### config.mk
export PLATFORM = sky130hd
export DESIGN_NAME = unnamed_flat
export DESIGN_NICKNAME = d
export VERILOG_FILES = /design/src/rtl/unnamed_pkg.sv /design/src/rtl/unnamed_if.sv /design/src/rtl/unnamed_stage.sv /design/src/rtl/unnamed.sv /design/src/flat_wrapper.sv
export SDC_FILE = /design/constraint.sdc
export NUM_CORES = 2
export LEC_CHECK = 0
export CORE_UTILIZATION = 35
export DETAILED_ROUTE_END_ITERATION = 7
export HOLD_SLACK_MARGIN = 0.15
export SYNTH_ARGS = -nofsm -noshare
export SYNTH_HDL_FRONTEND = slang
export SYNTH_HIERARCHICAL = 1
export SYNTH_SLANG_ARGS = --single-unit
### constraint.sdc
create_clock -name clk -period 4.8 [get_ports clk]
set_input_delay 0.96 -clock clk [delete_from_list [all_inputs] [get_ports clk]]
set_output_delay 0.96 -clock clk [all_outputs]
set_load 0.005 [all_outputs]
### src/rtl/unnamed_pkg.sv
// Shared widths, constants and helpers for the CORDIC rotator.
// Internal x/y are Q3.16 plus sign; residual angle carries 13 fraction bits.
package unnamed_pkg;

  localparam int A_W      = 13;
  localparam int A_FRAC   = 10;
  localparam int IO_W     = 12;
  localparam int IO_FRAC  = 10;
  localparam int OUT_W    = 10;
  localparam int OUT_FRAC = 8;

  localparam int XY_W    = 20;
  localparam int XY_FRAC = 16;
  localparam int Z_W     = 16;
  localparam int Z_FRAC  = 13;
  localparam int K_W     = 18;

  localparam int N_STAGES = 16;
  localparam int LATENCY  = 19;

  localparam int XY_SH  = XY_FRAC - IO_FRAC;
  localparam int XY_EXT = XY_W - IO_W - XY_SH;
  localparam int Z_SH   = Z_FRAC - A_FRAC;
  localparam int RND_SH = XY_FRAC - OUT_FRAC;

  localparam logic signed [A_W-1:0] PI_Q      = 13'sd3217;
  localparam logic signed [A_W-1:0] HALF_PI_Q = 13'sd1608;

  // 0.607253 * 2^16
  localparam logic signed [K_W-1:0] INV_K = 18'sd39797;

  localparam logic signed [XY_W:0] RND_Q =
    (XY_W+1)'(1) << (RND_SH - 1);

  localparam logic signed [OUT_W-1:0] OUT_MAX =
    {1'b0, {(OUT_W-1){1'b1}}};
  localparam logic signed [OUT_W-1:0] OUT_MIN =
    {1'b1, {(OUT_W-1){1'b0}}};

  typedef struct packed {
    logic signed [XY_W-1:0] x;
    logic signed [XY_W-1:0] y;
    logic signed [Z_W-1:0]  z;
  } cordic_t;

  // atan(2^-i) scaled by 2^13
  function automatic logic signed [Z_W-1:0] atan_q(
    input int i
  );
    logic signed [Z_W-1:0] v;
    case (i)
      0:       v = 16'sd6434;
      1:       v = 16'sd3798;
      2:       v = 16'sd2007;
      3:       v = 16'sd1019;
      4:       v = 16'sd511;
      5:       v = 16'sd256;
      6:       v = 16'sd128;
      7:       v = 16'sd64;
      8:       v = 16'sd32;
      9:       v = 16'sd16;
      10:      v = 16'sd8;
      11:      v = 16'sd4;
      12:      v = 16'sd2;
      13:      v = 16'sd1;
      default: v = 16'sd0;
    endcase
    return v;
  endfunction

  function automatic logic signed [OUT_W-1:0] sat_round(
    input logic signed [XY_W-1:0] v
  );
    logic signed [XY_W:0]    r;
    logic signed [XY_W:0]    t;
    logic signed [OUT_W-1:0] o;
    r = (XY_W+1)'(v);
    r = r + RND_Q;
    t = r >>> RND_SH;
    if (t[XY_W:OUT_W-1] == {(XY_W-OUT_W+2){t[XY_W]}})
      o = t[OUT_W-1:0];
    else if (t[XY_W])
      o = OUT_MIN;
    else
      o = OUT_MAX;
    return o;
  endfunction

endpackage

### src/rtl/unnamed_if.sv
// Sample bus of the CORDIC rotator: angle and vector in,
// rotated vector out, one sample per clock, no handshake.
interface unnamed_if;
  import unnamed_pkg::*;

  logic signed [A_W-1:0]   a;
  logic signed [IO_W-1:0]  x;
  logic signed [IO_W-1:0]  y;
  logic signed [OUT_W-1:0] xo;
  logic signed [OUT_W-1:0] yo;

  modport master (
    output a,
    output x,
    output y,
    input  xo,
    input  yo
  );

  modport slave (
    input  a,
    input  x,
    input  y,
    output xo,
    output yo
  );

endinterface

### src/rtl/unnamed_stage.sv
// One CORDIC micro-rotation register stage for iteration I.
// Direction follows the residual angle sign (>= 0 rotates positive).
module unnamed_stage
  import unnamed_pkg::*;
#(
  parameter int I = 0
) (
  input  logic    clk,
  input  logic    areset,
  input  cordic_t d_i,
  output cordic_t q_o
);

  logic signed [XY_W-1:0] x;
  logic signed [XY_W-1:0] y;
  logic signed [XY_W-1:0] xs;
  logic signed [XY_W-1:0] ys;
  logic signed [Z_W-1:0]  z;
  cordic_t st_d;
  cordic_t st_q;

  always_comb begin
    x    = d_i.x;
    y    = d_i.y;
    z    = d_i.z;
    xs   = x >>> I;
    ys   = y >>> I;
    st_d = d_i;
    if (!z[Z_W-1]) begin
      st_d.x = x - ys;
      st_d.y = y + xs;
      st_d.z = z - atan_q(I);
    end else begin
      st_d.x = x + ys;
      st_d.y = y - xs;
      st_d.z = z + atan_q(I);
    end
  end

  always_ff @(posedge clk or posedge areset) begin
    if (areset)
      st_q <= '0;
    else
      st_q <= st_d;
  end

  assign q_o = st_q;

endmodule

### src/rtl/unnamed.sv
// 19-cycle CORDIC rotator; gain compensation in stage 18 is
// enabled by defining UNNAMED_GAIN_COMP_EN.
module unnamed
  import unnamed_pkg::*;
(
  input logic      clk,
  input logic      areset,
  unnamed_if.slave bus
);

  logic signed [A_W-1:0]  a_cl;
  logic signed [A_W-1:0]  a_rot;
  logic signed [XY_W-1:0] x_ext;
  logic signed [XY_W-1:0] y_ext;
  logic                   pre_rot;
  cordic_t                s1_d;
  cordic_t                s1_q;

  // Clamp to +-pi, then fold the outer half-plane by a pi turn
  always_comb begin
    a_cl = bus.a;
    if (bus.a > PI_Q)
      a_cl = PI_Q;
    else if (bus.a < -PI_Q)
      a_cl = -PI_Q;
    pre_rot = 1'b0;
    a_rot   = a_cl;
    if (a_cl > HALF_PI_Q) begin
      pre_rot = 1'b1;
      a_rot   = a_cl - PI_Q;
    end else if (a_cl < -HALF_PI_Q) begin
      pre_rot = 1'b1;
      a_rot   = a_cl + PI_Q;
    end
    x_ext = {{XY_EXT{bus.x[IO_W-1]}},
             bus.x, {XY_SH{1'b0}}};
    y_ext = {{XY_EXT{bus.y[IO_W-1]}},
             bus.y, {XY_SH{1'b0}}};
    s1_d.x = pre_rot ? -x_ext : x_ext;
    s1_d.y = pre_rot ? -y_ext : y_ext;
    s1_d.z = {a_rot, {Z_SH{1'b0}}};
  end

  always_ff @(posedge clk or posedge areset) begin
    if (areset)
      s1_q <= '0;
    else
      s1_q <= s1_d;
  end

  cordic_t pipe [0:N_STAGES];

  assign pipe[0] = s1_q;

  for (genvar g = 0; g < N_STAGES; g++) begin : g_rot
    unnamed_stage #(
      .I(g)
    ) u_stage (
      .clk    (clk),
      .areset (areset),
      .d_i    (pipe[g]),
      .q_o    (pipe[g+1])
    );
  end

  logic                   unused_z;
  logic signed [XY_W-1:0] xf;
  logic signed [XY_W-1:0] yf;
  logic signed [XY_W-1:0] gx_d;
  logic signed [XY_W-1:0] gy_d;
  logic signed [XY_W-1:0] gx_q;
  logic signed [XY_W-1:0] gy_q;

  assign unused_z = ^pipe[N_STAGES].z;
  assign xf       = pipe[N_STAGES].x;
  assign yf       = pipe[N_STAGES].y;

`ifdef UNNAMED_GAIN_COMP_EN
  logic signed [XY_W+K_W-1:0] px;
  logic signed [XY_W+K_W-1:0] py;

  always_comb begin
    px   = xf * INV_K;
    py   = yf * INV_K;
    gx_d = XY_W'(px >>> XY_FRAC);
    gy_d = XY_W'(py >>> XY_FRAC);
  end
`else
  assign gx_d = xf;
  assign gy_d = yf;
`endif

  always_ff @(posedge clk or posedge areset) begin
    if (areset) begin
      gx_q <= '0;
      gy_q <= '0;
    end else begin
      gx_q <= gx_d;
      gy_q <= gy_d;
    end
  end

  logic signed [OUT_W-1:0] xo_d;
  logic signed [OUT_W-1:0] yo_d;
  logic signed [OUT_W-1:0] xo_q;
  logic signed [OUT_W-1:0] yo_q;

  assign xo_d = sat_round(gx_q);
  assign yo_d = sat_round(gy_q);

  always_ff @(posedge clk or posedge areset) begin
    if (areset) begin
      xo_q <= '0;
      yo_q <= '0;
    end else begin
      xo_q <= xo_d;
      yo_q <= yo_d;
    end
  end

  assign bus.xo = xo_q;
  assign bus.yo = yo_q;

endmodule

### src/flat_wrapper.sv
// flat-port wrapper written by rule: the top's interface ports become plain ports
module unnamed_flat import unnamed_pkg::*;
  (clk, areset, bus_a, bus_x, bus_y, bus_xo, bus_yo);
  unnamed_if bus_i ();
  input logic clk;
  input logic areset;
  input wire logic [$bits(bus_i.a)-1:0] bus_a;
  input wire logic [$bits(bus_i.x)-1:0] bus_x;
  input wire logic [$bits(bus_i.y)-1:0] bus_y;
  output wire logic [$bits(bus_i.xo)-1:0] bus_xo;
  output wire logic [$bits(bus_i.yo)-1:0] bus_yo;
  assign bus_i.a = bus_a;
  assign bus_i.x = bus_x;
  assign bus_i.y = bus_y;
  assign bus_xo = bus_i.xo;
  assign bus_yo = bus_i.yo;
  unnamed u_core (.clk(clk), .areset(areset), .bus(bus_i));
endmodule
Yosys cells after proc, flatten, opt, wreduce, memory -nomap -nowiden --
Index checks and enable logic that the tools add are counted.
Storage, ports and cells: bits in registers 993, input port bits 39, output and inout bits 20, logic and storage cells 185
Cells by class: $add $sub $neg 97, order comparisons 4, eq/ne operators 2, mux-type cells 28
Operators with widths (number):
- 56-bit two-way mux | 16
- 13-bit two-way mux | 4
- 20-bit by 9-bit adder with 21-bit output (second input constant) | 2
- 20-bit by 10-bit adder with 20-bit output | 2
- 20-bit by 11-bit adder with 20-bit output | 2
- 20-bit by 12-bit adder with 20-bit output | 2
- 20-bit by 13-bit adder with 20-bit output | 2
- 20-bit by 14-bit adder with 20-bit output | 2
- 20-bit by 15-bit adder with 20-bit output | 2
- 20-bit by 16-bit adder with 20-bit output | 2
- 20-bit by 17-bit adder with 20-bit output | 2
- 20-bit by 18-bit adder with 20-bit output | 2
- 20-bit by 19-bit adder with 20-bit output | 2
- 20-bit by 5-bit adder with 20-bit output | 2
- 20-bit by 6-bit adder with 20-bit output | 2
- 20-bit by 7-bit adder with 20-bit output | 2
- 20-bit by 8-bit adder with 20-bit output | 2
- 20-bit by 9-bit adder with 20-bit output | 2
- 10-bit two-way mux | 4
- 20-bit two-way mux | 2
- 18-bit negator with 20-bit output | 2
- 20-bit by 10-bit subtractor with 20-bit output | 2
- 20-bit by 11-bit subtractor with 20-bit output | 2
- 20-bit by 12-bit subtractor with 20-bit output | 2
- 48 further kinds | 65

Longest topological paths before layout --
word-level depth 7, mapped depth 18, depth with buffers taken out 16

Cells and area by module --
The synthesis kept the hierarchy.
Modules (own cells, without submodules):
- unnamed_stage (u_core.g_rot[0].u_stage) | instances 1, cells an instance 595, area each 5054.8 um2, sequential area each 1376.3 um2
- unnamed_stage (u_core.g_rot[4].u_stage) | instances 1, cells an instance 524, area each 4734.5 um2, sequential area each 1401.3 um2
- unnamed_stage (u_core.g_rot[3].u_stage) | instances 1, cells an instance 498, area each 4540.6 um2, sequential area each 1401.3 um2
- unnamed_stage (u_core.g_rot[2].u_stage) | instances 1, cells an instance 484, area each 4506.8 um2, sequential area each 1401.3 um2
- unnamed_stage (u_core.g_rot[1].u_stage) | instances 1, cells an instance 488, area each 4501.8 um2, sequential area each 1401.3 um2
- unnamed_stage (u_core.g_rot[12].u_stage) | instances 1, cells an instance 492, area each 4489.3 um2, sequential area each 1401.3 um2
- unnamed_stage (u_core.g_rot[10].u_stage) | instances 1, cells an instance 470, area each 4434.3 um2, sequential area each 1401.3 um2
- unnamed_stage (u_core.g_rot[13].u_stage) | instances 1, cells an instance 490, area each 4386.7 um2, sequential area each 1401.3 um2
- unnamed_stage (u_core.g_rot[8].u_stage) | instances 1, cells an instance 466, area each 4344.2 um2, sequential area each 1401.3 um2
- unnamed_stage (u_core.g_rot[9].u_stage) | instances 1, cells an instance 460, area each 4299.1 um2, sequential area each 1401.3 um2
- unnamed_stage (u_core.g_rot[11].u_stage) | instances 1, cells an instance 455, area each 4281.6 um2, sequential area each 1401.3 um2
- unnamed | instances 1, cells an instance 415, area each 4261.6 um2, sequential area each 2177.1 um2
- unnamed_stage (u_core.g_rot[7].u_stage) | instances 1, cells an instance 451, area each 4250.3 um2, sequential area each 1401.3 um2
- unnamed_stage (u_core.g_rot[5].u_stage) | instances 1, cells an instance 426, area each 4155.2 um2, sequential area each 1401.3 um2
- 3 more rows

Least setup slack after synthesis --
Ideal clock, no wire load.
path kind input to register, start input port bus_a[2], end register u_core.s1_q (netlist bit u_core/pipe[909]), setup time 121 ps, arrival time 4380 ps, data required time 4679 ps, setup slack 299 ps, stages 17, path buffers 4, cell sequence buf_2 a41o_1 a31oi_1 nor2_1 o31ai_1 ha_1 buf_2 buf_1 clkbuf_1 o21ai_0 ha_1 or4b_4 a21boi_1 o211ai_1 a22oi_1 xnor2_1 o21ai_2
Between the ends: longest elaborated chain between the ends 6, elaborated cells on any way between the ends 10, classes of those cells add/sub: 2; order compare: 4; mux: 4
Ends and longest elaborated chain:
- start, declared | line flat_wrapper.sv:7 | input wire logic [$bits(bus_i.a)-1:0] bus_a;
- 13-bit less-than comparator | line unnamed.sv:24 | else if (bus.a < -PI_Q)
- 13-bit two-way mux | line unnamed.sv:24
- 13-bit two-way mux (*) | line unnamed.sv:22 | if (bus.a > PI_Q)
- 13-bit adder or 13-bit by 12-bit less-than comparator with 1-bit output (tied branches) | line unnamed.sv:33, unnamed.sv:31
- 13-bit two-way mux | line unnamed.sv:31 | end else if (a_cl < -HALF_PI_Q) begin
- 13-bit two-way mux (*) | line unnamed.sv:28 | if (a_cl > HALF_PI_Q) begin
- named net u_core.a_rot[10] | line unnamed.sv:12 | logic signed [A_W-1:0] a_rot;
- end signal, assigned | line unnamed.sv:46 | s1_q <= '0;
- end signal, assigned | line unnamed.sv:48 | s1_q <= s1_d;
- end, declared | line unnamed.sv:17 | cordic_t s1_q;
The timed path passes the listed nets; every way through them passes the cells marked *.

==> summary.txt <==
Status
  – Outcome: complete, no violations

Route
  – Average wire length per cell after detail routing: 17.1 µm
  – Antenna Violating Nets Remaining: 0
  – Via count: 57100
  – Violation count after the first detailed-route iteration: 3851
  – 1st-pass router iterations: 8
  – DRC violation count after routing: 0
  – Wire length after detailed routing: 183 mm
  – Via density: 5.35

Critical path
  – Arrival time reported for the critical path endpoint: 4630 ps
  – Kind of launch point of the worst setup path: flip-flop
  – Critical path type: reg2reg
  – CP Capture Type: flip-flop
  – Highest net fanout along the worst path: 6
  – Critical path data required time: 5480 ps

Logic synthesis
  – Gate count of the mapped netlist: 7792
  – Netlist area before placement: 71800 µm²
  – Warning count from the yosys run: 6
  – Post-Syn Area per Cell: 9.22 µm²

Layout
  – Share of the core filled with cells in the final layout: 0.392
  – Commonest non-fill, non-tap cell in the layout: sky130_fd_sc_hd__dfrtp_1
  – Filler-free cell count of the finished design: 10700
  – Fraction of final layout cells with drive strength greater than 1: 0.0616
  – Commonest non-fill, non-tap cells in the layout: 921 x sky130_fd_sc_hd__dfrtp_1, 863 x sky130_fd_sc_hd__ha_1, 816 x sky130_fd_sc_hd__a21oi_1
  – Area of all placed cells without fillers: 79600 µm²
  – N_diodes: 0
  – Number of fillers in the final layout: 20100
  – Area growth from synthesis to final layout: 10.8%
  – Nets: 8847

Floorplan
  – Die height: 455 µm
  – Overall die area: 207000 µm²
  – Core region area: 203000 µm²
  – Starting Density: 0.354
  – Number of rows in the core area: 165
  – Die extent in x: 455 µm
  – Top-level I/O count: 59

Worst hold path
  – Min-delay worst type: reg2reg

Clocking
  – Worst skew pair latency: 770 ps
  – Clock buffer count from CTS: 107
  – Number of hold buffers added after cts: 0
  – Largest buffer count on any clock path: 3
  – Clock tree root driver cell: sky130_fd_sc_hd__clkbuf_16
  – Clock slew seen by the registers of the worst setup and hold paths: 60 ps
  – Gates resized, CTS repair: 0
  – Number of setup buffers added after CTS: 0
  – Sinks on the clock net: 922
  – CTS tree: done
  – Total number of H-tree levels: 3

Placed design
  – Placed Area: 75700 µm²
  – Number of cells in the design after placement: 10500
  – DPL Wire Length: 145 mm
  – Gp weighted congestion: 0.914
  – Input/output buffers: 58

GRT
  – Remaining global-route overflow: 0
  – Wire length of the first global-routing pass: 298 mm
  – Via count of the first global-routing pass: 56100
  – GRT Total Usage: 0.175
  – Largest net degree at the start of global routing: 58
  – Initial antenna violation count: 0

Run
  – Maximum Capacitance Violations: 0

Timing
  – RSZ-0062 raised after global routing: no
  – Final Hold Viols: 0
  – Post-Route Setup TNS: 0 ps
  – Final number of max-transition violations: 0
  – Max-slew headroom: 0.252
  – Final-report setup violation count: 0
  – Setup skew after layout: 56.8 ps
  – Worst Max-Slew Pin Slew: 1120 ps
  – Clock period minus worst slack: 3950 ps
  – Max Clk Rate: 253 MHz
  – Fin crit share: 0.824
## metrics by stage
step / hold slack [ps] / worst slack [ps]
6_report: 337 / 847
5_1_grt: 341 / 575
4_1_cts: 338 / 902
3_5_place_dp: 335 / 199
3_3_place_gp: 332 / 175
2_1_floorplan: 331 / 299
## per-layer routing
layer	wire length [µm]	global-route usage
met1	85900	0.235
met2	86500	0.298
met3	6200	0.0189
met4	3960	0.0457
met5	0	0
## area by class of cell
cell class	instances	area (µm²)	area share
Clock buffer	139	2990	0.0375
Multi-Input combinational cell	6320	46600	0.586
Clock inverter	57	943	0.0118
Sequential cell	922	23100	0.290
Tap cell	2672	3340	0.0420
Timing Repair Buffer	118	1030	0.0129
Inverter	430	1620	0.0203
## final timing paths
kind	cells after the start	slack, ps	endpoint	start
setup / recovery	12	850	u_core/g_rot[11].u_stage/q_o[55]$_DFF_PP0_	u_core/g_rot[10].u_stage/q_o[30]$_DFF_PP0_
hold / removal	0	340	u_core/g_rot[6].u_stage/q_o[2]$_DFF_PP0_	u_core/g_rot[5].u_stage/q_o[2]$_DFF_PP0_
min in group asynchronous	2	500	u_core/g_rot[13].u_stage/q_o[37]$_DFF_PP0_	areset
setup reg to reg	12	850	u_core/g_rot[11].u_stage/q_o[55]$_DFF_PP0_	u_core/g_rot[10].u_stage/q_o[30]$_DFF_PP0_
hold reg to reg	0	340	u_core/g_rot[6].u_stage/q_o[2]$_DFF_PP0_	u_core/g_rot[5].u_stage/q_o[2]$_DFF_PP0_
max in group asynchronous	3	3060	u_core/gy_q[11]$_DFF_PP0_	areset
## flip-flops by register name, summed over array words and instances, names as in the netlist
register	flops
u_core/gy_q	13
u_core/pipe	41
u_core/bus.yo	10
u_core/g_rot.u_stage/q_o	835
u_core/bus.xo	10
u_core/gx_q	13
## critical path: stages (launching register included)
cell and delay (ps):
sky130_fd_sc_hd__dfrtp_1 460, sky130_fd_sc_hd__or4_1 550, sky130_fd_sc_hd__nor3_1 530, sky130_fd_sc_hd__inv_1 100, sky130_fd_sc_hd__ha_1 290, sky130_fd_sc_hd__mux2i_1 150, sky130_fd_sc_hd__ha_1 310, sky130_fd_sc_hd__a21oi_1 170
sky130_fd_sc_hd__o221ai_1 130, sky130_fd_sc_hd__a31oi_1 320, sky130_fd_sc_hd__o21ai_0 270, sky130_fd_sc_hd__a221oi_1 410, sky130_fd_sc_hd__xnor2_1 160
Power is left out: the tool's default activity adds up to more than one toggle a clock period on the data nets, which glitch-free logic cannot reach.
